--- src/rtl/lvds_map_pkg.sv ---
// LVDS lane bit placement shared by the transmit and receive mappers.
// Pixel bundle type used by the group buffer.
package lvds_map_pkg;

  localparam int LVDS_WORD_W = 28;
  localparam int HS_POS      = 10;
  localparam int VS_POS      = 6;
  localparam int DE_POS      = 2;
  localparam int RSV_POS     = 3;

  // Element [i] is the lane bit carrying colour bit i.
  localparam logic [7:0][4:0] R_POS = {
    5'd23, 5'd27, 5'd4, 5'd8,
    5'd12, 5'd16, 5'd20, 5'd24
  };
  localparam logic [7:0][4:0] G_POS = {
    5'd15, 5'd19, 5'd9, 5'd13,
    5'd17, 5'd21, 5'd25, 5'd0
  };
  localparam logic [7:0][4:0] B_POS = {
    5'd7, 5'd11, 5'd14, 5'd18,
    5'd22, 5'd26, 5'd1, 5'd5
  };

  typedef struct packed {
    logic [7:0] r;
    logic [7:0] g;
    logic [7:0] b;
    logic       hs;
    logic       vs;
    logic       de;
  } pix_t;

endpackage

--- src/rtl/lvds_lane_pack.sv ---
// Combinational mapping of one pixel onto a 28-bit LVDS lane word.
// Reserved bit stays 0.
module lvds_lane_pack
  import lvds_map_pkg::*;
(
  input  logic [7:0]             r,
  input  logic [7:0]             g,
  input  logic [7:0]             b,
  input  logic                   hs,
  input  logic                   vs,
  input  logic                   de,
  output logic [LVDS_WORD_W-1:0] word
);

  always_comb begin
    word = '0;
    for (int i = 0; i < 8; i++) begin
      word[R_POS[i]] = r[i];
      word[G_POS[i]] = g[i];
      word[B_POS[i]] = b[i];
    end
    word[HS_POS]  = hs;
    word[VS_POS]  = vs;
    word[DE_POS]  = de;
    word[RSV_POS] = 1'b0;
  end

endmodule

--- src/rtl/native_to_lvdsdata.sv ---
// Gathers C_PORT_NUM pixels into one multi-lane LVDS word.
// DE changes mid-group flush the partial group to realign.
module native_to_lvdsdata
  import lvds_map_pkg::*;
#(
  parameter int C_PORT_NUM = 4
) (
  input  logic                            CLK_I,
  input  logic                            RSTN_I,
  input  logic [7:0]                      PIX_R_I,
  input  logic [7:0]                      PIX_G_I,
  input  logic [7:0]                      PIX_B_I,
  input  logic                            PIX_HS_I,
  input  logic                            PIX_VS_I,
  input  logic                            PIX_DE_I,
  input  logic                            PIX_VLD_I,
  input  logic                            ERR_CLR_I,
  output logic [LVDS_WORD_W*C_PORT_NUM-1:0] LVDS_DATA_O,
  output logic                            LVDS_VLD_O,
  output logic                            ALIGN_ERR_O
);

  localparam int CW =
    (C_PORT_NUM > 1) ? $clog2(C_PORT_NUM) : 1;
  localparam logic [CW-1:0] LAST = CW'(C_PORT_NUM - 1);

  pix_t            pix;
  pix_t            slots [C_PORT_NUM];
  pix_t            grp   [C_PORT_NUM];
  logic [CW-1:0]   cnt;
  logic            last_hs;
  logic            last_vs;
  logic            last_de;
  logic            flush;
  logic            full;
  logic            err_set;
  logic [LVDS_WORD_W*C_PORT_NUM-1:0] grp_word;

  assign pix = '{PIX_R_I, PIX_G_I, PIX_B_I,
                 PIX_HS_I, PIX_VS_I, PIX_DE_I};

  assign flush = PIX_VLD_I && (cnt != '0) &&
                 (PIX_DE_I != last_de);
  assign full  = PIX_VLD_I && !flush && (cnt == LAST);
  assign err_set = flush && last_de && !PIX_DE_I;

  // Flush pads unfilled lanes; a full group takes the live pixel last.
  always_comb begin
    for (int k = 0; k < C_PORT_NUM; k++) begin
      grp[k] = slots[k];
      if (flush && k >= int'(cnt))
        grp[k] = '{8'h0, 8'h0, 8'h0, last_hs, last_vs, 1'b0};
      else if (!flush && k == C_PORT_NUM - 1)
        grp[k] = pix;
    end
  end

  for (genvar k = 0; k < C_PORT_NUM; k++) begin : g_lane
    lvds_lane_pack u_lane (
      .r    (grp[k].r),
      .g    (grp[k].g),
      .b    (grp[k].b),
      .hs   (grp[k].hs),
      .vs   (grp[k].vs),
      .de   (grp[k].de),
      .word (grp_word[LVDS_WORD_W*k +: LVDS_WORD_W])
    );
  end

  always_ff @(posedge CLK_I or negedge RSTN_I) begin
    if (!RSTN_I) begin
      cnt         <= '0;
      last_hs     <= 1'b0;
      last_vs     <= 1'b0;
      last_de     <= 1'b0;
      LVDS_DATA_O <= '0;
      LVDS_VLD_O  <= 1'b0;
      for (int k = 0; k < C_PORT_NUM; k++)
        slots[k] <= '0;
    end else begin
      LVDS_VLD_O <= full || flush;
      if (full || flush)
        LVDS_DATA_O <= grp_word;
      if (PIX_VLD_I) begin
        last_hs <= PIX_HS_I;
        last_vs <= PIX_VS_I;
        last_de <= PIX_DE_I;
        for (int k = 0; k < C_PORT_NUM; k++)
          if (k == (flush ? 0 : int'(cnt)))
            slots[k] <= pix;
        if (flush)
          cnt <= CW'(1);
        else if (full)
          cnt <= '0;
        else
          cnt <= cnt + CW'(1);
      end
    end
  end

  always_ff @(posedge CLK_I or negedge RSTN_I) begin
    if (!RSTN_I)
      ALIGN_ERR_O <= 1'b0;
    else if (err_set)
      ALIGN_ERR_O <= 1'b1;
    else if (ERR_CLR_I)
      ALIGN_ERR_O <= 1'b0;
  end

endmodule

--- config.mk ---
export PLATFORM = sky130hd
export DESIGN_NAME = native_to_lvdsdata
export DESIGN_NICKNAME = d
export VERILOG_FILES = /design/src/rtl/lvds_map_pkg.sv /design/src/rtl/lvds_lane_pack.sv /design/src/rtl/native_to_lvdsdata.sv
export SDC_FILE = /design/constraint.sdc
export NUM_CORES = 1
export LEC_CHECK = 0
export CORE_ASPECT_RATIO = 1.1
export CORE_MARGIN = 3
export CORE_UTILIZATION = 47
export DETAILED_ROUTE_END_ITERATION = 8
export GPL_TIMING_DRIVEN = 1
export PLACE_DENSITY_LB_ADDON = 0.08
export SETUP_SLACK_MARGIN = 0.05
export SKIP_LAST_GASP = 1
export SYNTH_ARGS = -nofsm -noshare
export SYNTH_HDL_FRONTEND = slang
export SYNTH_SLANG_ARGS = --single-unit
--- constraint.sdc ---
create_clock -name CLK_I -period 1.7 [get_ports CLK_I]
set_input_delay 0.255 -clock CLK_I [delete_from_list [all_inputs] [get_ports CLK_I]]
set_output_delay 0.255 -clock CLK_I [all_outputs]
set_load 0.1 [all_outputs]
==> out/results.txt <==
The flow ran to the end, but the final reports show violations. The checks that failed: setup timing. Leaving out fill and tap cells, the most frequent cell in the layout is sky130_fd_sc_hd__dfrtp_1. The layout cell share with drive strength beyond 1 was 42.89%; the slew at the pin with the worst max-slew slack was 0.6061 ns. The count of port buffers added during placement was 140; the worst-skew pair later-pin latency was 0.43 ns.

The share of the cycle needed by the critical path after routing came out at 102.8%. The tools report the global routing met1 resource utilization as 29.62%. The endpoint type of the worst setup path is a flip-flop. The clock sink count is 196, and the vertical extent of the die is 141.9 um. The run gives 0 as the DRC violation count after routing. The tree is rooted in a sky130_fd_sc_hd__clkbuf_16. The library cell occupying the most area in the post-synthesis netlist was sky130_fd_sc_hd__dfrtp_1. At the end of routability-driven placement, the weighted congestion stood at 0.7858. The detail route stage leaves a number of antenna-violating nets equal to 0. The tool flagged a number of max-cap violations equal to 0. The average wire per cell in the routed design came out at 21.95 um.

Hold is met by 0.3514 ns. The proportion of synthesized area in mux cells works out to 18.65%. In the layout the commonest cells are sky130_fd_sc_hd__dfrtp_1 (195), sky130_fd_sc_hd__buf_12 (126), sky130_fd_sc_hd__mux2_2 (72), sky130_fd_sc_hd__inv_1 (52), sky130_fd_sc_hd__nand4_1 (50).

The clock period minus final worst setup slack was 1.747 ns; the number of global-route vias before repair was 5,814. The logs give 48.01% for the initial core utilization and 0.01036 ns for the largest clock skew in the final design. The layout overhead on the synthesized area came out at 51.39%. Pin placement for this block handled 145 I/O pins.

TritonCTS built the clock tree. The final count of pins violating max slew was 0. The total overflow left after global routing is 0.

Using the TritonRoute via totals, the vias-per-cell ratio works out to 5.512. The multi-input combinational cell area came out at 0.002574 mm2. The worst-case clock buffer depth is 2. Clock-pin slew was measured on the worst setup and hold paths at 0.07 ns. After synthesis, the share of flip-flops with an asynchronous set or reset is 100.0%.

The hold violation count in the final report was 0. 0 antenna diodes ended up in the layout. The tools report the number of fill cells in the layout as 1,046. The slack of the critical path was -0.04691 ns. In this run the core area contains 49 standard-cell rows. The first global-routing pass estimated 32,600 um of wire.

Along the worst path, the maximum fanout reaches 11. The run gives 31 as the number of distinct library cells after synthesis. The number of design-rule violations left by the first detailed-router iteration was 403.

For the register cell area after layout, the log shows 0.004906 mm2. For this run, global-route usage on met2 was measured as 39.08%. The number of failing setup endpoints in the final timing report is 85, and the H-tree depth is 4. At the worst endpoint, the arrival time is 2.05 ns.

For the via total after detailed routing, the log shows 5,352. For this run, the register share of the synthesized area comes to 62.17%. Compound-gate portion of the synthesized area: 7.423%.

Setup repair after global routing could not meet its margin everywhere. The area of the die is 0.01838 mm2, and the number of antenna violations at the first check in global routing is 0. The relative max-transition margin is 59.59%. The count of flip-flops with a built-in enable after synthesis was 0; the estimated wirelength of the detail-placed design was 12,900 um.

The first detailed-routing pass ran for 5 iterations. The largest family of logic cells by synthesized area is multiplexers. From left edge to right edge, the die measures 129.5 um. The mean post-synth cell area was 13.72 um2.

The run gives 0.007889 mm2 as the synthesized area. The adder and majority gate portion of the synthesized area came out at 0.6344%. During synthesis, Yosys emitted a total of 0 warnings. In this run the worst hold path is classified as input port to flip-flop.

Classification of the worst setup path: flip-flop to flip-flop. The logs give 23.14% for the overall track demand over capacity in global routing and 21,320 um for the aggregate routed wire length. The number of synthesized register bits was 196. Among all flip-flop cells after synthesis, the most frequent one is sky130_fd_sc_hd__dfrtp_1.

The floorplan step defined a core boundary enclosing 0.01643 mm2. Global routing used 5.949% of the available met3 tracks. The proportion of netlist area held by the largest area contributor is 62.17%. The final layout contains 789 nets. Sorting the synthesized cells by area gives the leading types as sky130_fd_sc_hd__dfrtp_1 (62%), sky130_fd_sc_hd__mux2_2 (10%), sky130_fd_sc_hd__mux2_4 (7.6%).

STA puts the critical path data required time at 2.00 ns. The tools report the startpoint type of the worst setup path as a flip-flop. The tools report the number of buffers inserted during clock tree synthesis as 17. Of the total synthesized cell area, the portion taken by XOR and XNOR cells is 0.3172%.

The pre-CTS setup slack is -0.4585 ns, and the highest clock frequency the design can meet is 572.4 MHz. Synthesis produced a netlist whose cell count is 575. The layer flagged by global routing as most heavily used is met2.

Simple-gate area share of the yosys netlist: 4.600%. Entering global routing, the biggest net connects 67 pins.
## final timing paths
path,from,depth (start not counted),to,slack [ns]
min reg2reg,slots[97]$_DFFE_PN0P_,1,slots[97]$_DFFE_PN0P_,0.50
max reg2reg,cnt[0]$_DFFE_PN0P_,9,LVDS_DATA_O[75]$_DFFE_PN0P_,-0.05
max in group asynchronous,RSTN_I,3,LVDS_DATA_O[84]$_DFFE_PN0P_,0.65
max,cnt[0]$_DFFE_PN0P_,9,LVDS_DATA_O[75]$_DFFE_PN0P_,-0.05
min in group asynchronous,RSTN_I,2,LVDS_DATA_O[8]$_DFFE_PN0P_,0.40
min,PIX_VLD_I,4,LVDS_DATA_O[55]$_DFFE_PN0P_,0.35
## registers in the layout, indices dropped and copies added (netlist names)
register / flops
last_vs: 1
LVDS_VLD_O: 1
LVDS_DATA_O: 108
last_de: 1
cnt: 2
ALIGN_ERR_O: 1
slots: 81
last_hs: 1
## per-stage QoR
step	std cells	instance area (um2)	utilization, %	setup TNS (ns)
finish	971	11940	72.69	-1.722
global route	971	11940	72.69	-7.602
CTS	957	11700	71.22	-1.257
detailed placement	914	10850	66.03	-64.04
global placement	914	10850	66.03	-58.58
floorplan	578	7929	-	-1.747
## critical path, cell delays in order, from the launching register on
cell and delay (ns):
sky130_fd_sc_hd__dfrtp_2 0.38, sky130_fd_sc_hd__inv_2 0.06, sky130_fd_sc_hd__ha_4 0.16, sky130_fd_sc_hd__buf_6 0.13
sky130_fd_sc_hd__o21bai_4 0.20, sky130_fd_sc_hd__nand2_4 0.13, sky130_fd_sc_hd__buf_12 0.18, sky130_fd_sc_hd__inv_8 0.11
sky130_fd_sc_hd__clkbuf_16 0.19, sky130_fd_sc_hd__o21ai_0 0.08
## what timing repair did
item                                   in CTS  in global routing
hold buffers                                1                  0
pin swaps                                   9                  7
endpoints found under the hold margin      59                  0
setup endpoints to repair                 158                188
buffers inserted                            3                  8
cloned                                      7                  6
gates resized for setup                    27                 17
## cell usage after synthesis, types with 5 or more instances
| master | instances |
|---|---|
| sky130_fd_sc_hd__nand2_1 | 5 |
| sky130_fd_sc_hd__dfrtp_1 | 196 |
| sky130_fd_sc_hd__buf_2 | 9 |
| sky130_fd_sc_hd__mux2_4 | 40 |
| sky130_fd_sc_hd__a21oi_1 | 13 |
| sky130_fd_sc_hd__o21ai_0 | 52 |
| sky130_fd_sc_hd__mux2_2 | 72 |
| sky130_fd_sc_hd__a22o_1 | 24 |
| sky130_fd_sc_hd__inv_1 | 54 |
| sky130_fd_sc_hd__nand4_1 | 50 |
| sky130_fd_sc_hd__clkbuf_1 | 20 |
| sky130_fd_sc_hd__mux2i_1 | 6 |
## cells by family (layout without fill, tap and decap cells)
| family | count (synthesis) | count (layout) |
|---|---|---|
| DFF | 196 | 196 |
| muxes | 118 | 118 |
| buffers and inverters | 99 | 288 |
| AOI/OAI and AO/OA | 95 | 95 |
| and+or+nand+nor | 60 | 60 |
| adders and majority gates | 4 | 4 |
| xor gates and xnor gates | 2 | 2 |
| other | 1 | 4 |
## cell type report
type	instances	share of cell area [%]
clock buffer	19	3.709
clock inverter	13	1.048
inverter	55	1.792
multi-input combinational	283	21.55
sequential	196	41.08
tap	204	2.137
timing repair buffer	201	28.69
## per-layer routing
metal	routed length [um]	vias up
met5	0	-
met4	340	0
met3	1237	29
met2	11010	193
met1	8728	2749
li1	-	2381
Power is not shown: default switching activity piles up to over one toggle a cycle in this logic, so the estimate is an artifact.
